<file path="src/rtl/wb_pkg.sv">
// Shared types and helpers for the write buffer between the write-through cache and memory.
package wb_pkg;

  // FSM encoding
  typedef logic [1:0] wb_state_t;
  localparam wb_state_t StIdle    = 2'd0;
  localparam wb_state_t StRdIssue = 2'd1;
  localparam wb_state_t StRdWait  = 2'd2;
  localparam wb_state_t StResp    = 2'd3;

  // Default geometry
  localparam int unsigned WbAddrW = 32;
  localparam int unsigned WbDataW = 32;

  // One buffered write at the default geometry
  typedef struct packed {
    logic [WbAddrW-1:0] addr;
    logic [WbDataW-1:0] data;
  } wb_entry_t;

  // Pointer width for a power-of-two depth; never narrower than one bit
  function automatic int unsigned ptr_width(input int unsigned depth);
    return (depth > 1) ? $clog2(depth) : 1;
  endfunction

endpackage

</file>
<file path="src/rtl/wb_fifo.sv">
// Write-entry FIFO with a parallel youngest-match address search over valid entries.
module wb_fifo
  import wb_pkg::*;
#(
  parameter int unsigned DEPTH  = 4,
  parameter int unsigned ADDR_W = WbAddrW,
  parameter int unsigned DATA_W = WbDataW,
  localparam int unsigned PtrW  = ptr_width(DEPTH),
  localparam int unsigned CntW  = PtrW + 1
) (
  input  logic              clk,
  input  logic              rst_n,
  input  logic              push,
  input  logic [ADDR_W-1:0] push_addr,
  input  logic [DATA_W-1:0] push_data,
  input  logic              pop,
  output logic [ADDR_W-1:0] head_addr,
  output logic [DATA_W-1:0] head_data,
  input  logic [ADDR_W-1:0] search_addr,
  output logic              match,
  output logic [DATA_W-1:0] match_data,
  output logic [CntW-1:0]   count,
  output logic              full,
  output logic              empty
);

  typedef struct packed {
    logic [ADDR_W-1:0] addr;
    logic [DATA_W-1:0] data;
  } entry_t;

  entry_t          mem_q [DEPTH];
  logic [PtrW-1:0] head_q, tail_q;
  logic [CntW-1:0] count_q;
  logic            do_push, do_pop;

  assign full    = (count_q == CntW'(DEPTH));
  assign empty   = (count_q == '0);
  assign do_push = push && !full;
  assign do_pop  = pop && !empty;

  // Pointer and occupancy update; pointers wrap naturally at the power-of-two depth
  always_ff @(posedge clk) begin
    if (!rst_n) begin
      head_q  <= '0;
      tail_q  <= '0;
      count_q <= '0;
    end else begin
      if (do_push) tail_q <= tail_q + 1'b1;
      if (do_pop)  head_q <= head_q + 1'b1;
      count_q <= count_q + CntW'(do_push) - CntW'(do_pop);
    end
  end

  // Entry storage; contents are only meaningful inside the valid window
  always_ff @(posedge clk) begin
    if (do_push) mem_q[tail_q] <= '{addr: push_addr, data: push_data};
  end

  // Walk oldest to youngest so the last (youngest) match wins
  always_comb begin
    logic [PtrW-1:0] idx;
    idx        = '0;
    match      = 1'b0;
    match_data = '0;
    for (int unsigned k = 0; k < DEPTH; k++) begin
      idx = head_q + PtrW'(k);
      if ((CntW'(k) < count_q) && (mem_q[idx].addr == search_addr)) begin
        match      = 1'b1;
        match_data = mem_q[idx].data;
      end
    end
  end

  assign head_addr = mem_q[head_q].addr;
  assign head_data = mem_q[head_q].data;
  assign count     = count_q;

endmodule

</file>
<file path="src/rtl/write_buffer.sv">
// Write buffer: absorbs write-through traffic, drains it in the background and serves
// read misses by forwarding from buffered writes or by a downstream memory read.
module write_buffer
  import wb_pkg::*;
#(
  parameter int unsigned DEPTH  = 4,
  parameter int unsigned ADDR_W = WbAddrW,
  parameter int unsigned DATA_W = WbDataW
) (
  input  logic                   clk,
  input  logic                   rst_n,
  input  logic [ADDR_W-1:0]      up_address,
  input  logic                   up_read,
  input  logic                   up_write,
  input  logic [DATA_W-1:0]      up_write_data,
  output logic [DATA_W-1:0]      up_read_data,
  output logic                   up_busy,
  output logic [ADDR_W-1:0]      dn_address,
  output logic                   dn_read,
  output logic                   dn_write,
  output logic [DATA_W-1:0]      dn_write_data,
  input  logic [DATA_W-1:0]      dn_read_data,
  input  logic                   dn_busy,
  output logic [$clog2(DEPTH):0] wb_count,
  output logic                   wb_empty
);

  wb_state_t         state_q, state_d;
  logic [ADDR_W-1:0] rd_addr_q, rd_addr_d;
  logic [DATA_W-1:0] rdata_q, rdata_d;

  logic              fifo_full, fifo_empty, fifo_match, pop;
  logic [ADDR_W-1:0] head_addr;
  logic [DATA_W-1:0] head_data, match_data;
  logic              write_acc, read_acc;

  wb_fifo #(
    .DEPTH (DEPTH),
    .ADDR_W(ADDR_W),
    .DATA_W(DATA_W)
  ) u_fifo (
    .clk        (clk),
    .rst_n      (rst_n),
    .push       (write_acc),
    .push_addr  (up_address),
    .push_data  (up_write_data),
    .pop        (pop),
    .head_addr  (head_addr),
    .head_data  (head_data),
    .search_addr(up_address),
    .match      (fifo_match),
    .match_data (match_data),
    .count      (wb_count),
    .full       (fifo_full),
    .empty      (fifo_empty)
  );

  // RESP is not busy so a new request can be taken in the response cycle
  assign up_busy   = fifo_full || (state_q == StRdIssue) || (state_q == StRdWait);
  assign write_acc = up_write && !up_busy;
  assign read_acc  = up_read && !up_write && !up_busy;

  // Drain whenever no downstream read is being driven
  assign dn_read  = (state_q == StRdIssue);
  assign dn_write = !dn_read && !fifo_empty;
  assign pop      = dn_write && !dn_busy;

  // Downstream port mux, zero when idle so the bus is quiet
  always_comb begin
    dn_address    = '0;
    dn_write_data = '0;
    if (dn_read) begin
      dn_address = rd_addr_q;
    end else if (dn_write) begin
      dn_address    = head_addr;
      dn_write_data = head_data;
    end
  end

  // Read FSM next state; the match uses pre-pop FIFO contents
  always_comb begin
    state_d   = state_q;
    rd_addr_d = rd_addr_q;
    rdata_d   = rdata_q;
    unique case (state_q)
      StIdle, StResp: begin
        state_d = StIdle;
        if (read_acc) begin
          if (fifo_match) begin
            rdata_d = match_data;
            state_d = StResp;
          end else begin
            rd_addr_d = up_address;
            state_d   = StRdIssue;
          end
        end
      end
      StRdIssue: if (!dn_busy) state_d = StRdWait;
      StRdWait: begin
        if (!dn_busy) begin
          rdata_d = dn_read_data;
          state_d = StResp;
        end
      end
      default: state_d = StIdle;
    endcase
  end

  // FSM and response registers
  always_ff @(posedge clk) begin
    if (!rst_n) begin
      state_q   <= StIdle;
      rd_addr_q <= '0;
      rdata_q   <= '0;
    end else begin
      state_q   <= state_d;
      rd_addr_q <= rd_addr_d;
      rdata_q   <= rdata_d;
    end
  end

  assign up_read_data = rdata_q;
  assign wb_empty     = fifo_empty;

endmodule

</file>
<file path="config.mk">
export PLATFORM = sky130hd
export DESIGN_NAME = write_buffer
export DESIGN_NICKNAME = d
export VERILOG_FILES = /design/src/rtl/wb_pkg.sv /design/src/rtl/wb_fifo.sv /design/src/rtl/write_buffer.sv
export SDC_FILE = /design/constraint.sdc
export NUM_CORES = 1
export LEC_CHECK = 0
export CORE_ASPECT_RATIO = 1.5
export CORE_UTILIZATION = 49
export DETAILED_ROUTE_END_ITERATION = 12
export MAX_ROUTING_LAYER = met4
export PLACE_DENSITY = 0.7
export SLEW_MARGIN = 20
export SYNTH_ARGS = -nofsm -noshare
export SYNTH_HDL_FRONTEND = slang
export SYNTH_SLANG_ARGS = --single-unit
</file>
<file path="constraint.sdc">
create_clock -name clk -period 8.33 [get_ports clk]
set_input_delay 2.499 -clock clk [delete_from_list [all_inputs] [get_ports clk]]
set_output_delay 2.499 -clock clk [all_outputs]
set_load 0.02 [all_outputs]
</file>
==> summary.md <==
| Metric | Value |
|---|---|
| Global-route wire length before repair | 90830 um |
| Synth top area share | 37.19% |
| WHS | 520.1 ps |
| Final min period | 6361 ps |
| Max Cap Violations | 0 |
| DRC viols | 0 |
| Final Util | 58.05% |
| Routability cong. | 0.9470 |
| Top cells by area, synth | edfxtp_1, mux4_2, dfxtp_1, mux2i_1, xnor2_1 |
| Reg2Reg Capture Point | up_read_data[12] |
| Synth Instances | 1622 |
| Largest net degree at the start of global routing | 75 |
| Synthesis-stage register bit count | 331 |
| Layout net count | 1846 |
| Share of the yosys chip area belonging to registers | 44.45% |
| Status | completed |
| CTS Hold Buffers Added | 0 |
| Count of flip-flops with a built-in enable after synthesis | 256 |
| Worst-case reg-to-reg path depth | 13 |
| Hold Crit Depth | 2 |
| Post-Syn Area | 20670 um2 |
| Syn Area/Cell | 12.74 um2 |
| Final TNS setup | 0 ps |
| R2R Setup Slk | 2680 ps |
| Worst-path cell chain | clkdlybuf4s50_1 > inv_1 > a222oi_1 > o2111ai_1 > or4_1 > nor3_4 > buf_4 > o21ba_2 > a31oi_4 > buf_4 > or2_1 > buf_4 > a31oi_1 |
| IO Count | 204 |
| Worst Max-Slew Pin Slew | 1100 ps |
| Post-synth top flop | edfxtp_1 |
| Layout fillers | 3400 |
| Placed Cells | 2256 |
| Area Growth Syn to Fin | 16.06% |
| Final WL | 60350 um |
| Final period util | 76.36% |
| CTS HTree Levels | 2 |
| DR WL/cell | 26.02 um |
| LEAKAGE | 7.983 nW |
| Most Frequent Cell on Critical Path | buf_4 |
| Hold crit path type | register to register |
| WS Path Type | input pin to register |
| Sink Count | 331 |
| Fin cells | 2319 |
| CTS root buf | clkbuf_16 |
| RSZ-0062 raised after global routing | no |
| Post-DP Area | 22840 um2 |
| Reg-to-reg startpoint | u_fifo.head_q[0] |
| Post-DP HPWL | 39930 um |
| Postcts setup bufs | 0 |
| Worst hold start | rd_addr_q[5] |
| DIE HEIGHT | 253.6 um |
| DIE WIDTH | 169.7 um |
| Post-synth top cells | edfxtp_1, mux2i_1, mux4_2 |
| Worst setup SP type | input pin |
| Asr flop ratio synth | 0% |
| Initial drt markers | 1274 |
| DRT Pass-1 Iters | 6 |
| Longest Clk Path Bufs | 3 |
| Power per Cell Area | 303.5 nW/um2 |
| CP Capture Type | register |
| Slowest CP cell | clkdlybuf4s50_1 |
| Initial antenna violation count | 0 |
| VDD IR-drop max | 0.0001712 V |
| Crit path max-delay family | buffers and inverters |
| Final ANT Viol Nets | 0 |
| Worst-path clk slew | 60 ps |
| Endpoints failing setup | 0 |
| Port buffer count | 203 |
| Worst path arrival time | 6750 ps |
| Worst Clk Skew | 14.38 ps |
| Fin. Hold Viols | 0 |
| Crit-path max cell delay | 720 ps |
| Grt ovf | 0 |
| CP max FO | 34 |
| Number of global-route vias before repair | 15.18k |
| Post-CTS resize count | 0 |
| GRT Util Overall | 29.00% |
| Fraction of layout cells with a size suffix above 1 | 17.61% |
| Slew HR | 26.46% |
| Num CTS Buffers | 34 |
| Yosys Warn Count | 0 |
| Die area | 43030 um2 |
| Clk_lat worst skew | 530 ps |
| Max Slew Vio Count | 0 |
| Vias | 14.91k |
| Syn nets | 1734 |
| Core box area | 41330 um2 |
| CTS tree | done |
| Vias per inst | 6.429 |
| Buf+Inv Stages, Crit Path | 5 |
| Design area | 23990 um2 |
| Yosys top cell by area | edfxtp_1 |
| Req. time, crit path | 8720 ps |
| Rows | 91 |
| Achievable Freq | 157.2 MHz |
| Hold EP | rd_addr_q[5] |
| Starting density of the core | 50.01% |
| Post-synth cell types | 70 |
| Count leader, synth | edfxtp_1 |
-- metal layers --
layer,routed length (um),GRT usage [%],vias to the layer above
met1,22700,33.41,7559
met2,31290,50.27,602
met3,3224,2.912,146
li1,-,-,6603
met5,0,-,-
met4,3130,14.47,0
-- registers in the layout (all words and copies together) (netlist names), named ones only --
register and cells:
state_q 2, u_fifo.head_q 2, up_read_data 32, u_fifo.tail_q 2, rd_addr_q 32, u_fifo.count 3
u_fifo.mem_q 256
-- layout make-up --
class / instances / area, um2 / share of cell area, %
Timing Repair Buffer: 237 / 2285 / 9.523
Inverter: 25 / 93.84 / 0.3912
Antenna cell: 1 / 2.502 / 0.01043
Tap cell: 558 / 698.2 / 2.910
Sequential cell: 331 / 9204 / 38.36
Clock inverter: 19 / 177.7 / 0.7406
Clock buffer: 43 / 968.4 / 4.037
Multi-Input combinational cell: 1105 / 10560 / 44.02
-- worst max path at each step --
stage / from / to / slack [ps] / cells after the start
floorplan: up_address[11] / up_read_data[0] / 3410 / 11
global placement: up_address[13] / up_read_data[3] / 1470 / 13
detailed placement: up_address[13] / up_read_data[28] / 1400 / 13
CTS: up_address[13] / up_read_data[28] / 1980 / 13
global route: up_address[2] / up_read_data[22] / 1700 / 11
finish: up_address[13] / up_read_data[12] / 1970 / 13
-- cells by family (layout without fill, tap and decap cells) --
kind of cell	Yosys count	count (layout)	share of synthesized area, %
AND/OR/NAND/NOR	338	338	9.031
flip-flops	331	331	44.45
adder cells (fa/ha/maj)	11	11	0.7021
buffers and inverters	186	324	4.630
other	0	1	0
multiplexers	345	345	25.86
AO/OA/AOI/OAI	302	302	10.70
XOR/XNOR	109	109	4.618
-- worst min-delay path, delay by kind of cell (launching register included) --
| family | cells | cell delay [ps] |
|---|---|---|
| multiplexers | 1 | 70 |
| flip-flops | 1 | 320 |
| AND/OR/NAND/NOR | 1 | 90 |
-- power by group --
part           internal (mW)  switching (mW)  total, mW
logic                   1.53            1.78       3.31
clock network          0.922           0.662       1.58
registers               2.10           0.286       2.39
total                   4.55            2.73       7.28
-- metrics by stage --
stage | setup WS (ps) | power (mW)
after floorplan | 3408 | 4.617
after global placement | 1469 | 5.675
after detailed placement | 1401 | 5.727
after CTS | 1976 | 7.315
after global routing | 1703 | 7.596
final | 1969 | 7.281
-- placed cells by master (no fill, tap or decap), types with 23 or more instances in the layout --
cell / count
inv_1: 23
dfxtp_1: 71
a211oi_1: 65
buf_4: 35
edfxtp_1: 256
mux4_2: 146
nand2b_1: 34
xnor2_1: 94
clkdlybuf4s50_1: 202
nor2b_1: 37
a22o_1: 27
and2_1: 39
a31oi_1: 36
mux2_2: 49
clkbuf_16: 37
nor2_1: 81
o31ai_1: 64
mux2i_1: 148
o21ai_0: 43
and3_1: 65
(Power assumes the default switching activity.)
